File: config.mk
export PLATFORM = sky130hd
export DESIGN_NAME = inbuf_skew_seq
export DESIGN_NICKNAME = d
export VERILOG_FILES = /design/src/rtl/inbuf_skew_seq.sv
export SDC_FILE = /design/constraint.sdc
export NUM_CORES = 1
export LEC_CHECK = 0
export BUFFER_PORTS_ARGS = -buffer_cell sky130_fd_sc_hd__clkbuf_2
export CORE_MARGIN = 3
export CORE_UTILIZATION = 50
export CTS_BUF_LIST = sky130_fd_sc_hd__clkbuf_4 sky130_fd_sc_hd__clkbuf_8
export DETAILED_ROUTE_END_ITERATION = 10
export PLACE_DENSITY = 0.67
export SYNTH_ARGS = -nofsm -noshare
export SYNTH_HDL_FRONTEND = slang
export SYNTH_SLANG_ARGS = --single-unit
File: constraint.sdc
create_clock -name clk -period 7.2 [get_ports clk]
set_input_delay 1.44 -clock clk [delete_from_list [all_inputs] [get_ports clk]]
set_output_delay 1.44 -clock clk [all_outputs]
set_load 0.1 [all_outputs]
File: src/rtl/inbuf_skew_seq.sv
// inbuf_skew_seq: issues diagonally skewed read strobes to the per-row input buffers of the systolic array.
// Define INBUF_SKEW_STALL_EN to add the stall input; without it the sequencer never stalls.
//
// state   | meaning
// S_IDLE  | waiting for start with a non-zero len; done pulses here for one cycle after a pass
// S_RUN   | t advances from 0 to len_q+ROWS-2, rd[i] high while i <= t < i+len_q
// S_DRAIN | one cycle with rd=0 so the last row's final word shows up on vld
module inbuf_skew_seq #(
  parameter int ROWS = 4,
  parameter int CNTW = 5
) (
  input  logic            clk,
  input  logic            rstn,
  input  logic            start,
  input  logic [CNTW-1:0] len,
`ifdef INBUF_SKEW_STALL_EN
  input  logic            stall,
`endif
  output logic [ROWS-1:0] rd,
  output logic [ROWS-1:0] vld,
  output logic            busy,
  output logic            done
);

  // Wide enough for len_q+ROWS-1 without wrapping.
  localparam int TW = CNTW + $clog2(ROWS) + 1;

  typedef enum logic [1:0] {
    S_IDLE  = 2'd0,
    S_RUN   = 2'd1,
    S_DRAIN = 2'd2
  } state_t;

  state_t          state_q;
  logic [TW-1:0]   t_q;
  logic [CNTW-1:0] len_q;
  logic [ROWS-1:0] vld_q;
  logic            busy_q;
  logic            done_q;
  logic            stall_w;
  logic [TW-1:0]   len_ext;
  logic [TW-1:0]   t_last;
  logic [ROWS-1:0] rd_d;

`ifdef INBUF_SKEW_STALL_EN
  assign stall_w = stall;
`else
  assign stall_w = 1'b0;
`endif

  assign len_ext = TW'(len_q);
  // len_q is never zero while in RUN, so this cannot underflow even for ROWS=1.
  assign t_last  = len_ext + TW'(ROWS) - TW'(2);

  always_comb begin
    rd_d = '0;
    if (state_q == S_RUN && !stall_w) begin
      for (int i = 0; i < ROWS; i++) begin
        rd_d[i] = (t_q >= TW'(i)) && (t_q < TW'(i) + len_ext);
      end
    end
  end

  always_ff @(posedge clk or negedge rstn) begin
    if (!rstn) begin
      state_q <= S_IDLE;
      t_q     <= '0;
      len_q   <= '0;
      vld_q   <= '0;
      busy_q  <= 1'b0;
      done_q  <= 1'b0;
    end else begin
      vld_q  <= rd_d;
      done_q <= 1'b0;
      case (state_q)
        S_IDLE: begin
          if (start && len != '0) begin
            len_q   <= len;
            t_q     <= '0;
            busy_q  <= 1'b1;
            state_q <= S_RUN;
          end
        end
        S_RUN: begin
          if (!stall_w) begin
            if (t_q == t_last) begin
              state_q <= S_DRAIN;
            end else begin
              t_q <= t_q + TW'(1);
            end
          end
        end
        S_DRAIN: begin
          busy_q  <= 1'b0;
          done_q  <= 1'b1;
          state_q <= S_IDLE;
        end
        default: begin
          busy_q  <= 1'b0;
          state_q <= S_IDLE;
        end
      endcase
    end
  end

  assign rd   = rd_d;
  assign vld  = vld_q;
  assign busy = busy_q;
  assign done = done_q;

endmodule

==> results of run 1 <==
## critical path: cells and delay by family (launching register included)
| kind | cells | cell delay, ps |
|---|---|---|
| compound gates | 2 | 260 |
| xor+xnor | 1 | 160 |
| fa+ha+maj | 2 | 480 |
| buf+inv | 2 | 620 |
| flops | 1 | 500 |
| simple gates | 2 | 510 |
## how the worst min path moves through the flow
stage | to | slack (ps) | startpoint
5_1_grt | done | 520 | state_q[0]
2_1_floorplan | done | 440 | state_q[0]
6_report | done | 480 | state_q[0]
3_3_place_gp | done | 460 | state_q[0]
4_1_cts | done | 480 | state_q[0]
3_5_place_dp | done | 460 | state_q[0]
## flip-flops by register name, indices dropped and copies added (netlist names)
register	cells
t_q	8
len_q	5
vld	4
state_q	2
busy	1
done	1
## layout by cell type, fill, tap and decap left out, types with 2 or more instances in the layout
cell type and count:
ha_1 30, dfrtp_1 21, nand2_1 19, clkbuf_2 17, inv_1 10, nand3_1 7
xnor2_1 7, a21oi_1 6, nor3_1 6, nor2_1 5, o21ai_0 5, a31oi_1 4
nor2b_1 4, and3_1 4, a2111o_1 3, a211o_1 3, clkbuf_4 3, or4_1 2
nor3b_1 2, nand2b_1 2, xor2_1 2, a22o_1 2
## per-layer routing
layer	track usage (%)	vias up	share of wire (%)	routed length, um
li1	-	637	-	-
met1	21.8	587	49	1530
met2	29.0	34	45	1420
met3	4.14	6	3.9	123
met4	4.41	0	1.6	51
met5	0	-	0	0
## Yosys cell counts, drive strengths merged
library cell,count,area (um2)
nand4,1,6.26
or3b,1,11.3
o41a,1,11.3
o211ai,1,7.51
o21ai,7,38.8
or4,2,15.0
or3,1,6.26
a31oi,4,25.0
a21oi,6,30.0
inv,11,43.8
nand2,19,71.3
clkbuf,2,7.51
nor3b,3,27.5
a221o,1,10.0
buf,1,11.3
nor4,1,6.26
nor2,5,18.8
and3,4,25.0
nand2b,2,12.5
xor2,2,17.5
a2111o,3,33.8
o21bai,1,7.51
xnor2,7,61.3
nand3,7,35.0
a22o,2,17.5
and2b,1,7.51
nor3,6,30.0
and4,1,8.76
ha,30,375
nor2b,4,25.0
a211o,3,26.3
o41ai,1,27.5
a311oi,1,8.76
dfrtp,21,526
and2,1,6.26
## kinds of logic (layout without fill, tap and decap cells)
logic type	after synthesis	count (layout)
simple gates	59	59
compound gates	31	31
fa+ha+maj	30	30
flops	21	21
buf+inv	14	32
xor+xnor	9	9
## metrics by stage
step	cells	cell area (um2)
floorplan	164	1600
global placement	220	1720
detailed placement	220	1720
CTS	224	1750
global route	224	1750
finish	224	1750
## cell type report
class	instances	area share, %
well taps	42	3.01
repair buffers	17	4.87
inverters	11	2.51
multi-input cells	129	57.8
flip-flops and latches	21	30.1
clock inverters	1	0.429
clock buffers	3	1.29
==> results.json, run 1 <==
{
  "status": "complete, no violations",
  "worstSkewPairLatency_ps": 300,
  "first_global_vias": 1154,
  "r2r_end": "t_q[3]",
  "synth-simple-area-share_pct": 19.6,
  "grt_usage_pct": 17.1,
  "ios": 18,
  "port_buffers": 17,
  "place_ws_ps": 3280,
  "slowest_stage": "clkbuf_2",
  "critPathMaxFanout": 8,
  "cts_tree": "done",
  "grt_pass1_wl_mm": 5.36,
  "synth_top_family_by_area": "adder cells",
  "dp_hpwl_mm": 2.52,
  "max_slew_margin_pct": 63.9,
  "crit_arrival_ps": 2840,
  "drive_above_1_share_pct": 14.3,
  "crit_path_frequent_cell": "ha_1",
  "ys_ff_latch": 21,
  "post-route-min-period_ps": 4280,
  "cts_buffer_depth": 2,
  "synth_mux_area_share_pct": 0,
  "cts_hold_buf": 0,
  "finalSetupTns_ps": 0,
  "whs_ps": 480,
  "vias": 1264,
  "start_util_pct": 55.1,
  "reg2reg_slack_ps": 4520,
  "syn_avg_cell_area_um2": 9.75,
  "cts_setup_buffers": 0,
  "reg2reg_depth": 8,
  "initialDrtViolationCount": 48,
  "vias_per_cell": 5.64,
  "globalRoute.totalOverflow": 0,
  "worst_pin_slew_ps": 544,
  "hold_viol_final": 0,
  "yosys.area_share.adder_pct": 23.5,
  "layout_setup_ws_ps": 2920,
  "drc_errors": 0,
  "rsz0062_at_grt": "no",
  "cts_root_buf": "clkbuf_4",
  "cp.required_ps": 5760,
  "core-area_um2": 2900,
  "holdPathStages": 1,
  "wl_mm": 3.12,
  "clock_skew_ps": 10.1,
  "synth_compound_area_share_pct": 15.3,
  "grt_max_degree": 22,
  "htree_levels": 1,
  "endpoint": "rd[3]",
  "drv_cap": 0,
  "dr.pass1.iters": 4,
  "worstPathCellList": "inv_1, ha_1, nor3_1, xnor2_1, ha_1, o21ai_0, a31oi_1, nor4_1, clkbuf_2",
  "ant_nets": 0,
  "drt-wirelength-per-cell_um": 13.9,
  "n_fill_cell": 267,
  "synthesis.nets": 202,
  "yosysWarnings": 0,
  "synth-xor-area-share_pct": 4.93,
  "die_w_um": 62.6,
  "area_growth_pct": 9.31,
  "cp-end-kind": "output pin",
  "std_cell_rows": 19,
  "cts_resized": 0,
  "synth_cell_type_count": 39,
  "diodes": 0,
  "r2r-start": "len_q[1]",
  "cpPeakStageDelay_ps": 520,
  "critPathKind": "flip-flop to output pin",
  "drv_slew": 0,
  "hold_class": "flip-flop to flip-flop",
  "post-route-period-util_pct": 59.5,
  "finish.utilization_pct": 60.3,
  "cp-startpoint": "len_q[0]",
  "ys_seq_area_share_pct": 32.9,
  "clk_pin_slew_ps": 120,
  "die_h_um": 62.6,
  "globalplace.congestion": 0.821,
  "critPathLaunchType": "flip-flop",
  "clkSinkCount": 21,
  "fmax_mhz": 233,
  "syn_inst": 164,
  "multi_input_area_um2": 1010,
  "setup_viol": 0,
  "dieArea_um2": 3910,
  "netlist_area_um2": 1600,
  "nNetsFinal": 221,
  "cts_buffers": 3,
  "antenna_found_initial": 0,
  "regArea_um2": 526
}
Power of run 1 is not shown: default switching activity piles up to over one toggle a cycle in this logic, so the estimate is an artifact.
==> run 2, diff against run 1 <==
--- a/config.mk
+++ b/config.mk
@@ -10,7 +10,7 @@
 export CORE_UTILIZATION = 50
 export CTS_BUF_LIST = sky130_fd_sc_hd__clkbuf_4 sky130_fd_sc_hd__clkbuf_8
 export DETAILED_ROUTE_END_ITERATION = 10
-export PLACE_DENSITY = 0.67
+export PLACE_DENSITY = 0.7
 export SYNTH_ARGS = -nofsm -noshare
 export SYNTH_HDL_FRONTEND = slang
 export SYNTH_SLANG_ARGS = --single-unit
==> constraint.sdc (replaced) <==
create_clock -name clk -period 3.9 [get_ports clk]
set_input_delay 0.78 -clock clk [delete_from_list [all_inputs] [get_ports clk]]
set_output_delay 0.78 -clock clk [all_outputs]
set_load 0.1 [all_outputs]
==> results.json, run 2 (same netlist as run 1, synthesis figures left out) <==
{
  "drt-wirelength-per-cell_um": 14.5,
  "cts_buffers": 3,
  "fmax_mhz": 283,
  "cp-end-kind": "output pin",
  "grt_max_degree": 22,
  "largest_register_ffs": 8,
  "final_cell_mix": "ha_1 (30), dfrtp_1 (21), nand2_1 (19), clkbuf_2 (17), inv_1 (10)",
  "vias_per_cell": 5.58,
  "dieArea_um2": 3910,
  "grt_usage_pct": 18.4,
  "setup_viol": 0,
  "critPathLaunchType": "flip-flop",
  "cts_setup_buffers": 0,
  "worstSkewPairLatency_ps": 310,
  "met1_usage_pct": 23.9,
  "status": "complete, no violations",
  "grt_use_met3_pct": 4.14,
  "hold_viol_final": 0,
  "crit_path_frequent_cell": "ha_1",
  "cts_buffer_depth": 2,
  "dr.pass1.iters": 4,
  "worstPathCellList": "inv_1, ha_1, a21oi_1, xnor2_1, ha_1, o211ai_1, a31oi_1, nor4_2, clkbuf_2",
  "start_util_pct": 55.1,
  "final_cells": 224,
  "globalRoute.totalOverflow": 0,
  "busiest_layer": "met2",
  "hold_class": "input pin to async pin",
  "ios": 18,
  "grt_pass1_wl_mm": 5.85,
  "cts_hold_buf": 0,
  "std_cell_rows": 19,
  "cpPeakStageDelay_ps": 510,
  "cts_tree": "done",
  "drv_cap": 0,
  "cp.required_ps": 3120,
  "reg2reg_depth": 8,
  "crit_arrival_ps": 2760,
  "critPathKind": "flip-flop to output pin",
  "drc_errors": 0,
  "initialDrtViolationCount": 51,
  "vias": 1249,
  "rsz0062_at_grt": "no",
  "port_buffers": 17,
  "grt_use_met2_pct": 31.7,
  "globalplace.congestion": 0.833,
  "clkSinkCount": 21,
  "drv_slew": 0,
  "clk_pin_slew_ps": 130,
  "dp_cells": 220,
  "cts_resized": 0,
  "first_global_vias": 1254,
  "layout_commonest_cell": "ha_1",
  "die_h_um": 62.6,
  "ant_nets": 0,
  "max_slew_margin_pct": 63.8,
  "dp_hpwl_mm": 2.64,
  "post-route-period-util_pct": 90.7,
  "regArea_um2": 526,
  "diodes": 0,
  "multi_input_area_um2": 1020,
  "wl_mm": 3.24,
  "nNetsFinal": 221,
  "drive_above_1_share_pct": 15.4,
  "clock_skew_ps": 7.75,
  "worst_pin_slew_ps": 545,
  "slowest_stage": "clkbuf_2",
  "area_growth_pct": 10.1,
  "core-area_um2": 2900,
  "htree_levels": 1,
  "antenna_found_initial": 0,
  "n_fill_cell": 255,
  "die_w_um": 62.6,
  "post-route-min-period_ps": 3540,
  "largest-register": "t_q",
  "critPathMaxFanout": 7,
  "cts_root_buf": "clkbuf_4"
}
run 2: final cells by class:
class / instances / share of cell area (%)
Clock buffer: 3 / 1.28
Clock inverter: 1 / 0.426
Inverter: 11 / 2.49
Multi-Input combinational cell: 129 / 58.1
Sequential cell: 21 / 29.9
Tap cell: 42 / 2.99
Timing Repair Buffer: 17 / 4.83
run 2: critical path, delay by kind of cell, from the launching register on:
kind | cells | cell delay (ps)
buffers and inverters | 2 | 630
AOI/OAI and AO/OA | 3 | 400
and+or+nand+nor | 1 | 280
adders and majority gates | 2 | 500
DFF | 1 | 480
xor gates and xnor gates | 1 | 150
run 2: final timing paths:
check	startpoint	to	slack [ps]
worst min-delay path	rstn	t_q[7]	420
worst max-delay path	len_q[1]	rd[3]	360
worst min register to register	state_q[0]	done	480
worst max register to register	len_q[1]	t_q[3]	1230
min in group clk	state_q[0]	done	480
max in group asynchronous	rstn	t_q[5]	3130
run 2: layer usage:
layer  vias up  routed length (um)
met5         -                   0
li1        635                   -
met1       580                1560
met3         2                 131
met2        32                1530
met4         0                  14
run 2: through the flow:
step	hold WS [ps]	util, %	worst slack [ps]	TNS [ps]	area (um2)
2_1_floorplan	438	-	-87.0	-87.0	1610
3_3_place_gp	463	59.7	743	0	1730
3_5_place_dp	467	59.7	693	0	1730
4_1_cts	434	60.7	333	0	1760
5_1_grt	432	60.7	79.7	0	1760
6_report	420	60.7	363	0	1760
Power of run 2 is left out for the same reason.
==> run 3, diff against run 2 <==
==> constraint.sdc (replaced) <==
create_clock -name clk -period 3.9 [get_ports clk]
set_input_delay 0.585 -clock clk [delete_from_list [all_inputs] [get_ports clk]]
set_output_delay 0.585 -clock clk [all_outputs]
set_load 0.1 [all_outputs]
==> results.json, run 3 (same netlist as run 1, synthesis figures left out) <==
{
  "slowest_stage": "dfrtp_1",
  "crit_path_frequent_cell": "ha_1",
  "drt-wirelength-per-cell_um": 14.3,
  "drv_cap": 0,
  "largest-register": "t_q",
  "htree_levels": 1,
  "dp_cells": 220,
  "n_fill_cell": 244,
  "ios": 18,
  "diodes": 0,
  "final_cells": 224,
  "worstSkewPairLatency_ps": 310,
  "first_global_vias": 1261,
  "nNetsFinal": 221,
  "grt_usage_pct": 18.3,
  "dr.pass1.iters": 4,
  "dp_hpwl_mm": 2.61,
  "worst_pin_slew_ps": 546,
  "final_cell_mix": "ha_1 (30), dfrtp_1 (21), nand2_1 (19), clkbuf_2 (17), inv_1 (10)",
  "globalRoute.totalOverflow": 0,
  "drive_above_1_share_pct": 15.4,
  "clkSinkCount": 21,
  "cts_buffers": 3,
  "start_util_pct": 55.1,
  "hold_viol_final": 0,
  "wl_mm": 3.21,
  "globalplace.congestion": 0.833,
  "critPathLaunchType": "flip-flop",
  "critPathMaxFanout": 8,
  "finalSetupTns_ps": 0,
  "cts_setup_buffers": 0,
  "cts_root_buf": "clkbuf_4",
  "fmax_mhz": 297,
  "ant_nets": 0,
  "post-route-period-util_pct": 86.4,
  "cpPeakStageDelay_ps": 520,
  "hold_class": "input pin to async pin",
  "cp-end-kind": "output pin",
  "status": "complete, no violations",
  "drc_errors": 0,
  "cp-startpoint": "len_q[0]",
  "max_slew_margin_pct": 63.8,
  "vias_per_cell": 5.58,
  "cts_hold_buf": 0,
  "grt_pass1_wl_mm": 5.87,
  "port_buffers": 17,
  "drv_slew": 0,
  "clock_skew_ps": 5.14,
  "setup_viol": 0,
  "rsz0062_at_grt": "no",
  "dieArea_um2": 3910,
  "clk_pin_slew_ps": 120,
  "r2r-start": "len_q[1]",
  "core-area_um2": 2900,
  "largest_register_ffs": 8,
  "std_cell_rows": 19,
  "crit_arrival_ps": 2780,
  "antenna_found_initial": 0,
  "finish.utilization_pct": 60.7,
  "die_w_um": 62.6,
  "cts_buffer_depth": 2,
  "cts_resized": 0,
  "cts_tree": "done",
  "initialDrtViolationCount": 48,
  "place_ws_ps": 875,
  "die_h_um": 62.6,
  "critPathKind": "flip-flop to output pin",
  "post-route-min-period_ps": 3370,
  "worstPathCellList": "inv_1, ha_1, ha_1, nor2b_1, o211ai_1, a31oi_1, nor4_2, clkbuf_2",
  "grt_max_degree": 22,
  "area_growth_pct": 10.1,
  "layout_commonest_cell": "ha_1",
  "cp.required_ps": 3310,
  "layout_setup_ws_ps": 532,
  "vias": 1251
}
run 3: path summary, 6_finish.rpt:
check / end / slack (ps) / cells past startpoint
max reg2reg: t_q[3] / 1230 / 8
min reg2reg: done / 480 / 1
max: rd[3] / 530 / 8
min in group clk: len_q[0] / 470 / 3
min: vld[0] / 220 / 1
max in group asynchronous: t_q[5] / 3330 / 1
run 3: area by class of cell:
type                    instances  area [um2]  share of cell area [%]
clock buffers                   3        22.5                    1.28
clock inverters                 1        7.51                   0.426
inverters                      11        43.8                    2.49
multi-input cells             129        1020                    58.1
flip-flops and latches         21         526                    29.9
well taps                      42        52.6                    2.99
repair buffers                 17        85.1                    4.83
run 3: worst max-delay path, delay by kind of cell, from the launching register on:
kind                     cells  cell delay, ps
AND/OR/NAND/NOR              2             420
buffers and inverters        2             630
adder cells (fa/ha/maj)      2             630
flip-flops                   1             520
AO/OA/AOI/OAI                2             270
run 3: metal layers:
| layer | track usage, % | wire (um) | up-vias |
|---|---|---|---|
| li1 | - | - | 635 |
| met4 | 3.31 | 45 | 0 |
| met1 | 24.4 | 1510 | 587 |
| met5 | 0 | 0 | - |
| met2 | 30.6 | 1540 | 22 |
| met3 | 4.32 | 109 | 7 |
run 3: stage by stage:
step,cell area [um2],hold WS (ps)
finish,1760,222
global route,1760,242
global placement,1730,463
CTS,1760,238
detailed placement,1730,466
floorplan,1610,289
Power of run 3 is left out for the same reason.
